<file path="src/rtl/led_pkg.sv">
// rtl/led_pkg.sv - mode encoding and shared widths for the LED chaser
package led_pkg;

    localparam int SPEED_W = 2;

    typedef enum logic [1:0] {
        MODE_ROTATE = 2'd0,
        MODE_BOUNCE = 2'd1,
        MODE_FILL   = 2'd2,
        MODE_BLINK  = 2'd3
    } mode_t;

endpackage

</file>
<file path="src/rtl/led_chaser_if.sv">
// rtl/led_chaser_if.sv - control inputs and LED outputs of the chaser as one bundle
interface led_chaser_if
    import led_pkg::*;
#(
    parameter int N_LEDS = 10
) ();

    localparam int POS_W = $clog2(N_LEDS);

    logic               enable;
    mode_t              mode;
    logic               dir;
    logic [SPEED_W-1:0] speed;
    logic [N_LEDS-1:0]  led;
    logic [POS_W-1:0]   pos;
    logic               step;
    logic               wrap;

    modport master (
        output enable, mode, dir, speed,
        input  led, pos, step, wrap
    );

    modport slave (
        input  enable, mode, dir, speed,
        output led, pos, step, wrap
    );

endinterface

</file>
<file path="src/rtl/led_tick_gen.sv">
// rtl/led_tick_gen.sv - free-running prescaler with a speed-selectable step tick
module led_tick_gen
    import led_pkg::*;
#(
    parameter int DIV_W = 14
) (
    input  logic               clk_50M,
    input  logic               reset,
    input  logic               enable,
    input  logic [SPEED_W-1:0] speed,
    input  logic               clear,
    output logic               tick
);

    logic [DIV_W-1:0] cnt_q;
    logic [DIV_W-1:0] mask;

    // Faster speeds look at fewer low bits, so the counter never needs a reload.
    assign mask = {DIV_W{1'b1}} >> speed;
    assign tick = ((cnt_q & mask) == mask);

    always_ff @(posedge clk_50M or posedge reset) begin
        if (reset) begin
            cnt_q <= '0;
        end else if (clear) begin
            cnt_q <= '0;
        end else if (enable) begin
            cnt_q <= cnt_q + DIV_W'(1);
        end
    end

endmodule

</file>
<file path="src/rtl/led_chaser.sv">
// rtl/led_chaser.sv - LED pattern generator: rotate, bounce, fill bar and blink
module led_chaser
    import led_pkg::*;
#(
    parameter int N_LEDS = 10,
    parameter int DIV_W  = 14
) (
    input logic         clk_50M,
    input logic         reset,
    led_chaser_if.slave bus
);

    localparam int               POS_W    = $clog2(N_LEDS);
    localparam logic [POS_W-1:0] POS_LAST = POS_W'(N_LEDS - 1);
    localparam logic [POS_W-1:0] POS_ONE  = POS_W'(1);

    logic [1:0] rst_sync_q;
    logic       rst_i;

    // Assert immediately, release two clocks after the external reset drops.
    always_ff @(posedge clk_50M or posedge reset) begin
        if (reset) begin
            rst_sync_q <= 2'b11;
        end else begin
            rst_sync_q <= {rst_sync_q[0], 1'b0};
        end
    end

    assign rst_i = rst_sync_q[1];

    logic              tick;
    logic              clear;
    logic [POS_W-1:0]  pos_q,  pos_d;
    logic              up_q,   up_d;
    logic              phase_q, phase_d;
    mode_t             mode_q, mode_d;
    logic              step_q, step_d;
    logic              wrap_q, wrap_d;
    logic [N_LEDS-1:0] led_q,  led_d;

    led_tick_gen #(.DIV_W(DIV_W)) u_tick_gen (
        .clk_50M (clk_50M),
        .reset   (rst_i),
        .enable  (bus.enable),
        .speed   (bus.speed),
        .clear   (clear),
        .tick    (tick)
    );

    always_ff @(posedge clk_50M or posedge rst_i) begin
        if (rst_i) begin
            pos_q   <= '0;
            up_q    <= 1'b1;
            phase_q <= 1'b0;
            mode_q  <= MODE_ROTATE;
            step_q  <= 1'b0;
            wrap_q  <= 1'b0;
            led_q   <= '0;
        end else begin
            pos_q   <= pos_d;
            up_q    <= up_d;
            phase_q <= phase_d;
            mode_q  <= mode_d;
            step_q  <= step_d;
            wrap_q  <= wrap_d;
            led_q   <= led_d;
        end
    end

    always_comb begin
        pos_d   = pos_q;
        up_d    = up_q;
        phase_d = phase_q;
        mode_d  = mode_q;
        step_d  = 1'b0;
        wrap_d  = 1'b0;
        clear   = 1'b0;
        if (bus.mode != mode_q) begin
            // A new pattern always starts from a clean position and a full period.
            mode_d  = bus.mode;
            pos_d   = '0;
            up_d    = 1'b1;
            phase_d = 1'b0;
            clear   = 1'b1;
        end else if (bus.enable && tick) begin
            step_d = 1'b1;
            case (mode_q)
                MODE_BOUNCE: begin
                    pos_d = up_q ? pos_q + POS_ONE : pos_q - POS_ONE;
                    if ((up_q && pos_d == POS_LAST) || (!up_q && pos_d == '0)) begin
                        up_d   = ~up_q;
                        wrap_d = 1'b1;
                    end
                end
                MODE_BLINK: begin
                    phase_d = ~phase_q;
                    wrap_d  = phase_q;
                end
                default: begin
                    if (!bus.dir) begin
                        wrap_d = (pos_q == POS_LAST);
                        pos_d  = wrap_d ? '0 : pos_q + POS_ONE;
                    end else begin
                        wrap_d = (pos_q == '0);
                        pos_d  = wrap_d ? POS_LAST : pos_q - POS_ONE;
                    end
                end
            endcase
        end
    end

    always_comb begin
        led_d = '0;
        case (mode_q)
            MODE_FILL: begin
                for (int i = 0; i < N_LEDS; i++) begin
                    led_d[i] = (POS_W'(i) <= pos_q);
                end
            end
            MODE_BLINK: led_d = {N_LEDS{phase_q}};
            default:    led_d[pos_q] = 1'b1;
        endcase
    end

    assign bus.led  = led_q;
    assign bus.pos  = pos_q;
    assign bus.step = step_q;
    assign bus.wrap = wrap_q;

endmodule
</file>
<file path="src/flat_wrapper.sv">
// flat-port wrapper written by rule: the top's interface ports become plain ports
module led_chaser_flat import led_pkg::*;
#(
    parameter int N_LEDS = 10,
    parameter int DIV_W  = 14
)
  (clk_50M, reset, bus_enable, bus_mode, bus_dir, bus_speed, bus_led, bus_pos, bus_step, bus_wrap);
  led_chaser_if #(.N_LEDS(N_LEDS)) bus_i ();
  input logic clk_50M;
  input logic reset;
  input wire logic [$bits(bus_i.enable)-1:0] bus_enable;
  input wire logic [$bits(bus_i.mode)-1:0] bus_mode;
  input wire logic [$bits(bus_i.dir)-1:0] bus_dir;
  input wire logic [$bits(bus_i.speed)-1:0] bus_speed;
  output wire logic [$bits(bus_i.led)-1:0] bus_led;
  output wire logic [$bits(bus_i.pos)-1:0] bus_pos;
  output wire logic [$bits(bus_i.step)-1:0] bus_step;
  output wire logic [$bits(bus_i.wrap)-1:0] bus_wrap;
  assign bus_i.enable = bus_enable;
  assign bus_i.mode = bus_mode;
  assign bus_i.dir = bus_dir;
  assign bus_i.speed = bus_speed;
  assign bus_led = bus_i.led;
  assign bus_pos = bus_i.pos;
  assign bus_step = bus_i.step;
  assign bus_wrap = bus_i.wrap;
  led_chaser #(.N_LEDS(N_LEDS), .DIV_W(DIV_W)) u_core (.clk_50M(clk_50M), .reset(reset), .bus(bus_i));
endmodule
</file>
<file path="config.mk">
export PLATFORM = sky130hd
export DESIGN_NAME = led_chaser_flat
export DESIGN_NICKNAME = d
export VERILOG_FILES = /design/src/rtl/led_pkg.sv /design/src/rtl/led_chaser_if.sv /design/src/rtl/led_tick_gen.sv /design/src/rtl/led_chaser.sv /design/src/flat_wrapper.sv
export SDC_FILE = /design/constraint.sdc
export NUM_CORES = 1
export LEC_CHECK = 0
export ABC_AREA = 1
export CAP_MARGIN = 10
export CORE_MARGIN = 5
export CORE_UTILIZATION = 25
export CTS_BUF_LIST = sky130_fd_sc_hd__clkbuf_4
export CTS_CLUSTER_SIZE = 24
export DETAILED_ROUTE_END_ITERATION = 8
export GPL_ROUTABILITY_DRIVEN = 1
export PLACE_DENSITY_LB_ADDON = 0.2
export RECOVER_POWER = 50
export SLEW_MARGIN = 30
export SYNTH_ARGS = -nofsm -noshare
export SYNTH_HDL_FRONTEND = slang
export SYNTH_SLANG_ARGS = --single-unit
</file>
<file path="constraint.sdc">
create_clock -name clk_50M -period 1.65 [get_ports clk_50M]
set_input_delay 0.33 -clock clk_50M [delete_from_list [all_inputs] [get_ports clk_50M]]
set_output_delay 0.33 -clock clk_50M [all_outputs]
set_load 0.01 [all_outputs]
</file>
# ---- Yosys cells after proc, flatten, opt, wreduce, memory -nomap -nowiden
# Index checks and enable logic that the tools add are counted.
dict set report word_totals {
  word_cells 79
  in_bits 8
  latchBits 0
  output_inout_bits 16
  rom_bits 0
  ff_bits 36
  mem_bits_rw 0
  n_memories 0
}
dict set report op_classes {
  n_div 0
  add_sub_neg 3
  n_reduce_logical 16
  mux 27
  bitwise_logic 3
  eq_ne 8
  order_cmp 12
  mul 0
  shift 1
}
# op n
set ops {}
lappend ops {{two-way mux 14 bit} 2}
lappend ops {{two-way mux 4 bit} 6}
lappend ops {{case mux 10 bit (2 select lines)} 1}
lappend ops {{<= comparator 3 x 4 -> 1 bit, first input constant} 4}
lappend ops {{two-way mux 1 bit} 15}
lappend ops {{adder 14 x 1 -> 14 bit, second input constant} 1}
lappend ops {{bitwise AND 14 bit} 1}
lappend ops {{== test 14 bit} 1}
lappend ops {{>> shifter 14 x 2 -> 14 bit, first input constant} 1}
lappend ops {{nonzero test 2 bit} 5}
lappend ops {{== test 4 bit, second input constant} 2}
lappend ops {{<= comparator 1 x 4 -> 1 bit, first input constant} 2}
lappend ops {{<= comparator 2 x 4 -> 1 bit, first input constant} 2}
lappend ops {{<= comparator 4 bit, first input constant} 2}
lappend ops {{zero test 4 bit} 2}
lappend ops {{case mux 4 bit (2 select lines)} 1}
lappend ops {{less-than comparator 4 x 5 -> 1 bit, second input constant} 1}
lappend ops {{adder 4 x 1 -> 4 bit, second input constant} 1}
lappend ops {{demux 1 bit (select 4 bit)} 1}
lappend ops {{== test 2 bit, second input constant} 2}
lappend ops {{>= comparator 4 x 1 -> 1 bit, second input constant} 1}
lappend ops {{logical AND 1 bit} 4}
lappend ops {{AND reduction 2 bit} 2}
lappend ops {{subtractor 4 x 1 -> 4 bit, second input constant} 1}
lappend ops {{other kinds (8)} 9}

# ---- Depth between registers and ports, before layout
# Gate-level depths: netlist of the first run.
dict set report logic_depth {
  word_depth 9
  ltp_mapped 12
  mapped_depth_nobuf 11
}

# ---- Cells and area by module
# Synthesis of the first run repeated with hierarchy kept, for this count alone.
dict set report hier_totals {
  hier_cells 289
  hier_area_um2 2157.1
}
# module n_inst cells_each area_each_um2 seq_area_each_um2
set modules_own_cells {}
lappend modules_own_cells {led_chaser 1 176 1318.8 554.3}
lappend modules_own_cells {led_tick_gen 1 113 838.3 350.3}

# ---- Least setup slack after synthesis of the first run
# OpenSTA, ideal clock, no wires.
dict set report synth_timing {
  path_type {flip-flop to flip-flop}
  start {reg u_core.pos_q[0] (netlist: u_core.bus.pos[0])}
  end {reg u_core.pos_q[2] (netlist: u_core.bus.pos[2])}
  path_slack_ns -0.027
  setup_time_ns 0.116
  path_buffers 1
  synth_period_minus_slack_ns 1.677
  path_stages_with_launch 13
  required_time_ns 1.534
  arrival_ns 1.560
  cell_sequence {dfrtp_1 -> clkbuf_2 -> inv_1 -> ha_1 -> inv_1 -> nor2_1 -> nand2_1 -> o21ai_1 -> a21oi_1 -> nand2_1 -> a21oi_1 -> nand2_1 -> nand2_1}
}
dict set report synth_between {
  elab_chain_cells 6
  word_cells_on_any_way 11
  classes_between {add/sub: 2; eq/ne: 1; mux: 7; reduce/logical: 1}
}
# item line_no
set synth_lines {}
lappend synth_lines {{from (decl)} led_chaser.sv:33} ;# logic [POS_W-1:0] pos_q, pos_d;
lappend synth_lines {{from (signal assigned)} led_chaser.sv:60} ;# pos_q <= pos_d;
lappend synth_lines {{adder 4 x 1 -> 4 bit, or another cell as far along} {led_chaser.sv:89, led_chaser.sv:102}}
lappend synth_lines {{two-way mux 4 bit, on equally long branches} {led_chaser.sv:102, led_chaser.sv:105}}
lappend synth_lines {{two-way mux 4 bit} led_chaser.sv:100} ;# if (!bus.dir) begin
lappend synth_lines {{case mux 4 bit (2 select lines) (*)} led_chaser.sv:87} ;# case (mode_q)
lappend synth_lines {{two-way mux 4 bit (*)} led_chaser.sv:85} ;# end else if (bus.enable && tick) begin
lappend synth_lines {{two-way mux 4 bit (*)} led_chaser.sv:78} ;# if (bus.mode != mode_q) begin
# Mark *: on every way between the ends. The rest lies on a longest branch, timed or not. The select of a mux whose other input is x is not followed.
# A chain may end at the register's enable or synchronous reset.

# ---- Worst setup path after layout of the first run
dict set report layout_timing {
  start {reg u_core.pos_q[3] (netlist: u_core.bus.pos[3])}
  end {out bus_pos[3]}
}
# item line_no
set layout_lines {}
lappend layout_lines {{to (decl)} flat_wrapper.sv:16} ;# output wire logic [$bits(bus_i.pos)-1:0] bus_pos;
# No word-level cell between the ends.

==> results of run 1 <==
==> area by class of cell <==
class | instances | area [sq um]
Fill cell | 830 | 5005
Sequential cell | 36 | 908.4
Timing Repair Buffer | 62 | 544.3
Clock buffer | 7 | 52.55
Clock inverter | 1 | 5.005
Tap cell | 102 | 127.6
Inverter | 38 | 142.6
Multi-Input combinational cell | 178 | 1022
==> worst register-to-register path, delay by kind of cell (launching register included) <==
| kind | cells | cell delay, ns |
|---|---|---|
| DFF | 1 | 0.37 |
| adders and majority gates | 1 | 0.16 |
| AOI/OAI and AO/OA | 2 | 0.17 |
| and+or+nand+nor | 4 | 0.29 |
| buffers and inverters | 5 | 0.49 |
==> cell usage after synthesis, drive strengths merged (2+ instances only) <==
cell | number | area [sq um]
inv | 37 | 138.9
a21oi | 19 | 98.85
clkbuf | 4 | 16.26
ha | 5 | 62.56
nor2 | 29 | 128.9
o21ai | 18 | 93.84
nor3 | 4 | 36.29
nand2 | 57 | 224.0
a31oi | 2 | 12.51
o211ai | 2 | 15.01
o21a | 2 | 15.01
xnor2 | 4 | 35.03
nand4 | 7 | 43.79
dfrtp | 33 | 825.8
buf | 2 | 10.01
nand3 | 20 | 105.1
dfstp | 3 | 78.83
==> cells by family after synthesis <==
| kind of cell | Yosys count | share of synthesized area [%] |
|---|---|---|
| fa+ha+maj | 5 | 3.102 |
| compound gates | 49 | 14.33 |
| flops | 36 | 44.85 |
| simple gates | 118 | 26.99 |
| xor+xnor | 5 | 2.171 |
| buf+inv | 44 | 8.375 |
| other cells | 1 | 0.1859 |
==> worst max-delay path by stage <==
stage / from / to / slack [ns]
2_1_floorplan: u_core.bus.pos[0] / u_core.bus.pos[2] / 0.02
3_3_place_gp: bus_enable / u_core.bus.wrap / -0.21
3_5_place_dp: bus_enable / u_core.bus.wrap / -0.20
4_1_cts: u_core.bus.pos[3] / bus_pos[3] / 0.02
5_1_grt: u_core.u_tick_gen.cnt_q[0] / u_core.bus.pos[3] / -0.07
6_report: u_core.bus.pos[3] / bus_pos[3] / 0.03
==> per-layer routing <==
layer  up-vias  share of wire [%]  wire (um)  global-route usage [%]
met5         -                  0          0                       0
met2        33                 46       2449                   17.60
met4         0                1.6         84                   4.307
met3         9                4.0        214                   2.154
met1       892                 48       2537                   14.66
li1        972                  -          -                       -
==> sequential cells by signal, indices dropped and copies added, names as in the netlist <==
signal / count
u_core.bus.led: 10
u_core.bus.pos: 4
u_core.bus.step: 1
u_core.bus.wrap: 1
u_core.mode_q: 2
u_core.phase_q: 1
u_core.rst_sync_q: 2
u_core.u_tick_gen.cnt_q: 14
u_core.up_q: 1
==> power groups by stage <==
| stage | clock, mW | combinational (mW) | sequential (mW) |
|---|---|---|---|
| 4_1_cts | 0.532 | 0.166 | 0.904 |
| 5_1_grt | 0.558 | 0.195 | 0.907 |
| 3_5_place_dp | 0 | 0.164 | 0.921 |
| 3_3_place_gp | 0 | 0.164 | 0.920 |
| 6_report | 0.513 | 0.174 | 0.905 |
| 2_1_floorplan | 0 | 0.0786 | 0.920 |
==> timing repair <==
action | CTS | global route
buffers inserted | 4 | 6
resized for setup | 9 | 18
setup endpoints to repair | 7 | 11
pin swaps | 1 | 8
==> cell usage in the layout, fill, tap and decap left out, drive strengths merged <==
cell / n
nand2: 57
a311o: 1
o21a: 2
clkinv: 2
and3: 1
a221o: 1
ha: 5
inv: 37
dlygate4sd3: 3
a41oi: 1
o211ai: 2
nor2: 29
xnor2: 4
nand4: 7
o31ai: 1
a31oi: 2
o2111ai: 1
dlygate4sd2: 1
conb: 1
a31o: 1
nand3: 20
xor2: 1
clkdlybuf4s15: 1
clkbuf: 8
o21ai: 18
buf: 38
dfrtp: 33
nor3: 4
dfstp: 3
a21oi: 19
clkdlybuf4s50: 18
==> flow_metrics.py, run 1 <==
metrics = {
    "route": {
        "routed_via_density": 4.495,
        "wl_per_cell_um": 12.47,
        "drtIter0Drc": 86,
        "via_count": 1906,
        "wl_mm": 5.286,
        "ant_nets": 0,
        "drc": 0,
        "dr.pass1.iters": 4,
    },
    "finish": {
        "drive_gt1_share_pct": 27.02,
        "final_area_sq_um": 2803,
        "diodes": 0,
        "area_growth_pct": 38.96,
        "fin_util_pct": 35.90,
        "nNetsFinal": 334,
        "fin_cells": 424,
    },
    "synthesis": {
        "synthArstFlopShare_pct": 100.0,
        "synthCells": 258,
        "synth_cell_types": 38,
        "yosysWarnings": 0,
        "synth.avg_cell_area_sq_um": 7.818,
        "ys_ff_latch": 36,
        "syn-num-nets": 271,
        "seq_area_frac_synth_pct": 44.85,
        "synth_edf_count": 0,
        "synth_ff_type": "dfrtp_1",
        "syn_area_sq_um": 2017,
    },
    "grt": {
        "grt_pass1_vias": 1840,
        "antenna_found_initial": 0,
        "overflow": 0,
        "track_usage_pct": 11.01,
        "grt_start_max_net_pins": 35,
        "grt_pass1_wl_mm": 8.776,
    },
    "worst_setup_path": {
        "cp-start-kind": "flop",
        "critPathBufInv": 1,
        "cp-end-kind": "primary output",
        "r2r_end": "u_core.bus.pos[3]",
        "crit_cells": 1,
        "cp_data_arrival_time_ns": 1.29,
        "reg2reg_depth": 12,
        "path_max_fanout": 3,
        "worstPathRequired_ns": 1.32,
        "r2r-start": "u_core.bus.pos[0]",
        "critPathKind": "flop to primary output",
        "max_stage_delay_ns": 0.54,
        "r2r_setup_slack_ns": 0.07,
        "worstPathCellList": "clkdlybuf4s50_1",
        "crit_path_top_delay_cell": "clkdlybuf4s50_1",
        "cp_top_family": "buffers and inverters",
    },
    "timing": {
        "timing.final.crit_share_pct": 97.93,
        "finClkSkew_ns": 0.007221,
        "setup_viol": 0,
        "slew_viol_final": 0,
        "slew_headroom_pct": 41.54,
        "tightest_slew_ns": 0.8768,
        "whs_ns": 0.3617,
        "max_freq_mhz": 618.9,
        "hold_viol": 0,
        "rsz0062_at_grt": "true",
        "fin_setup_tns_ns": 0,
        "worst_slack_ns": 0.03415,
        "timing.final.crit_period_ns": 1.616,
    },
    "clock_network": {
        "cts_made_buffers": 5,
        "clk_latency_ns": 0.35,
        "clock_path_buffers": 2,
        "cts-root-buf": "clkbuf_4",
        "htree_levels": 2,
        "clk_pin_slew_ns": 0.11,
        "cts.sinks": 36,
        "cts_tree": "yes",
        "hold_buffers": 0,
    },
    "floorplanning": {
        "fp.coreArea_sq_um": 7807,
        "io_pins": 24,
        "fp.dieW_um": 99.82,
        "die_y_um": 99.82,
        "start_util_pct": 25.83,
        "die_area_sq_um": 9964,
        "row_count": 32,
    },
    "hold_path": {
        "whs_path_depth": 0,
        "min_to": "u_core.rst_sync_q[1]",
        "min-delay-start": "u_core.rst_sync_q[0]",
        "hold_path.class": "flop to flop",
    },
    "placement": {
        "dp_cells": 406,
        "dp_hpwl_mm": 3.881,
        "port_buffers": 23,
        "dpl_cell_area_sq_um": 2591,
        "gp_congestion": 0.9152,
        "preCtsSetupSlack_ns": -0.1966,
    },
    "power": {
        "switching_share_pct": 26.34,
        "p_switching_uw": 419.1,
        "total_power_mw": 1.591,
        "ir_drop_mv": 0.3030,
        "p_seq_share_pct": 56.9,
        "combPwrFrac_pct": 10.9,
        "power_density_nw_per_um2": 567.7,
        "p_leak_nw": 1.353,
        "intPower_mw": 1.172,
        "p_clk_share_pct": 32.2,
    },
    "outcome": {
        "status": "completed",
    },
    "flow_run": {
        "drv_cap": 0,
    },
}
No activity file was read; power rests on OpenSTA's default activity.
==> inputs of run 2 (changes only) <==
--- a/config.mk
+++ b/config.mk
@@ -6,10 +6,12 @@
 export NUM_CORES = 1
 export LEC_CHECK = 0
 export ABC_AREA = 1
+export ABC_CLOCK_PERIOD_IN_PS = 1650
 export CAP_MARGIN = 10
 export CORE_MARGIN = 5
 export CORE_UTILIZATION = 25
 export CTS_BUF_LIST = sky130_fd_sc_hd__clkbuf_4
+export CTS_CLUSTER_DIAMETER = 150
 export CTS_CLUSTER_SIZE = 24
 export DETAILED_ROUTE_END_ITERATION = 8
 export GPL_ROUTABILITY_DRIVEN = 1
==> results of run 2 <==
Final layout, timing and power as in run 1 (identical DEF).
==> inputs of run 3 (changes only) <==
--- a/config.mk
+++ b/config.mk
@@ -17,6 +17,7 @@
 export GPL_ROUTABILITY_DRIVEN = 1
 export PLACE_DENSITY_LB_ADDON = 0.2
 export RECOVER_POWER = 50
+export SKIP_CTS_REPAIR_TIMING = 1
 export SLEW_MARGIN = 30
 export SYNTH_ARGS = -nofsm -noshare
 export SYNTH_HDL_FRONTEND = slang
==> run 3 against run 2 <==
  * Fmax grew 0.29%
  * Non-clock buffer count fell by 3
  * Clock skew about the same
  * Worst hold slack about the same
  * Critical path depth unchanged
  * Critical endpoint is now bus_pos[2]
  * Largest cell class unchanged
  * Largest power group unchanged
==> flow_metrics.py, run 3 (synthesized netlist as in run 1, its figures left out) <==
metrics = {
    "route": {
        "wl_per_cell_um": 12.67,
        "drtIter0Drc": 114,
        "via_count": 1900,
        "ant_nets": 0,
        "dr.pass1.iters": 4,
        "wl_mm": 5.336,
        "routed_via_density": 4.513,
        "drc": 0,
    },
    "timing": {
        "tightest_slew_ns": 0.8800,
        "finClkSkew_ns": 0.006762,
        "fin_setup_tns_ns": 0,
        "hold_viol": 0,
        "timing.final.crit_share_pct": 97.65,
        "timing.final.crit_period_ns": 1.611,
        "rsz0062_at_grt": "true",
        "max_freq_mhz": 620.7,
        "whs_ns": 0.3617,
        "setup_viol": 0,
        "worst_slack_ns": 0.03881,
        "slew_headroom_pct": 41.33,
        "slew_viol_final": 0,
    },
    "finish": {
        "nFillCells": 831,
        "final_common_cell": "nand2_1",
        "diodes": 0,
        "area_growth_pct": 39.21,
        "regArea_sq_um": 908.4,
        "nNetsFinal": 331,
        "drive_gt1_share_pct": 27.59,
        "layout_common_cells": "nand2_1 (49), inv_1 (33), buf_4 (31)",
        "multi_input_area_sq_um": 1041,
        "fin_cells": 421,
        "top_register": "u_core.u_tick_gen.cnt_q",
        "final_area_sq_um": 2808,
        "largest_reg_flops": 14,
    },
    "placement": {
        "preCtsSetupSlack_ns": -0.1966,
        "port_buffers": 23,
        "dp_cells": 406,
        "gp_congestion": 0.9152,
        "dpl_cell_area_sq_um": 2591,
        "dp_hpwl_mm": 3.881,
    },
    "worst_setup_path": {
        "max_stage_delay_ns": 0.54,
        "worstPathRequired_ns": 1.32,
        "cp_top_family": "buffers and inverters",
        "cp-end-kind": "primary output",
        "path_max_fanout": 3,
        "crit_path_top_delay_cell": "clkdlybuf4s50_1",
        "worstPathCellList": "clkdlybuf4s50_1",
        "critPathKind": "flop to primary output",
        "cp_data_arrival_time_ns": 1.28,
        "cp-start-kind": "flop",
        "critPathBufInv": 1,
    },
    "clock_network": {
        "cts-root-buf": "clkbuf_4",
        "cts_tree": "yes",
        "cts_made_buffers": 5,
        "cts.sinks": 36,
        "clock_path_buffers": 2,
        "clk_pin_slew_ns": 0.11,
        "htree_levels": 2,
        "clk_latency_ns": 0.35,
    },
    "grt": {
        "grt_pass1_vias": 1853,
        "grt_pass1_wl_mm": 8.742,
        "overflow": 0,
        "antenna_found_initial": 0,
        "track_usage_pct": 10.94,
        "grt_start_max_net_pins": 35,
    },
    "power": {
        "ir_drop_mv": 0.3030,
        "power_density_nw_per_um2": 565.1,
        "p_switching_uw": 415.4,
        "p_clk_share_pct": 31.9,
        "combPwrFrac_pct": 11.1,
        "intPower_mw": 1.171,
        "switching_share_pct": 26.18,
        "p_seq_share_pct": 57.0,
        "p_leak_nw": 1.391,
    },
    "floorplanning": {
        "row_count": 32,
        "fp.coreArea_sq_um": 7807,
        "start_util_pct": 25.83,
        "fp.dieW_um": 99.82,
        "die_area_sq_um": 9964,
        "io_pins": 24,
        "die_y_um": 99.82,
    },
    "flow_run": {
        "drv_cap": 0,
    },
    "outcome": {
        "status": "completed",
    },
    "hold_path": {
        "hold_path.class": "flop to flop",
    },
}
## run 3: changes by cell type in the layout (fill, tap and decap cells not counted), sizes merged
cell           before  now
clkdlybuf4s50      18   17
clkdlybuf4s15       1    0
dlymetal6s2s        0    3
buf                38   34
dlygate4sd2         1    0
clkbuf              8    9
## run 3: final cells by class
cell class	count	area share, %
flip-flops and latches	36	32.35
multi-input cells	178	37.08
inverters	38	5.080
clock inverters	1	0.1783
repair buffers	59	18.89
clock buffers	7	1.872
well taps	102	4.545
## run 3: worst paths after layout
path / slack [ns] / end / cells after the start / startpoint
max in group asynchronous: 0.53 / u_core.bus.pos[0] / 2 / u_core.rst_sync_q[1]
min: 0.36 / u_core.rst_sync_q[1] / 0 / u_core.rst_sync_q[0]
max reg2reg: 0.06 / u_core.up_q / 10 / u_core.bus.pos[0]
min reg2reg: 0.36 / u_core.rst_sync_q[1] / 0 / u_core.rst_sync_q[0]
max: 0.04 / bus_pos[2] / 1 / u_core.bus.pos[2]
min in group asynchronous: 0.43 / u_core.rst_sync_q[1] / 2 / reset
## run 3: worst register-to-register path: stages (launching register included)
cell,delay (ns)
dfrtp_2,0.45
buf_4,0.15
ha_2,0.19
inv_1,0.07
nand2_1,0.09
nand3_2,0.08
nand2_2,0.08
nor2_4,0.16
nand4_1,0.11
nand2_1,0.07
nand3_1,0.07
## run 3: per-stage QoR
| step | utilization [%] | total power [mW] |
|---|---|---|
| CTS | 33.93 | 1.602 |
| detailed placement | 33.19 | 1.085 |
| floorplan | - | 0.9990 |
| global route | 35.96 | 1.665 |
| finish | 35.96 | 1.587 |
| global placement | 33.19 | 1.084 |
## run 3: power by group through the flow
stage / combinational, mW / clock (mW) / sequential [mW]
floorplan: 0.0786 / 0 / 0.920
global placement: 0.164 / 0 / 0.920
detailed placement: 0.164 / 0 / 0.921
CTS: 0.165 / 0.532 / 0.904
global route: 0.196 / 0.562 / 0.907
finish: 0.176 / 0.506 / 0.905
## run 3: metal layers
metal	routed length, um	up-vias	GRT usage, %
met1	2521	885	14.50
met5	0	-	0
met2	2506	39	17.14
met4	83	0	5.042
li1	-	967	-
met3	224	9	2.224
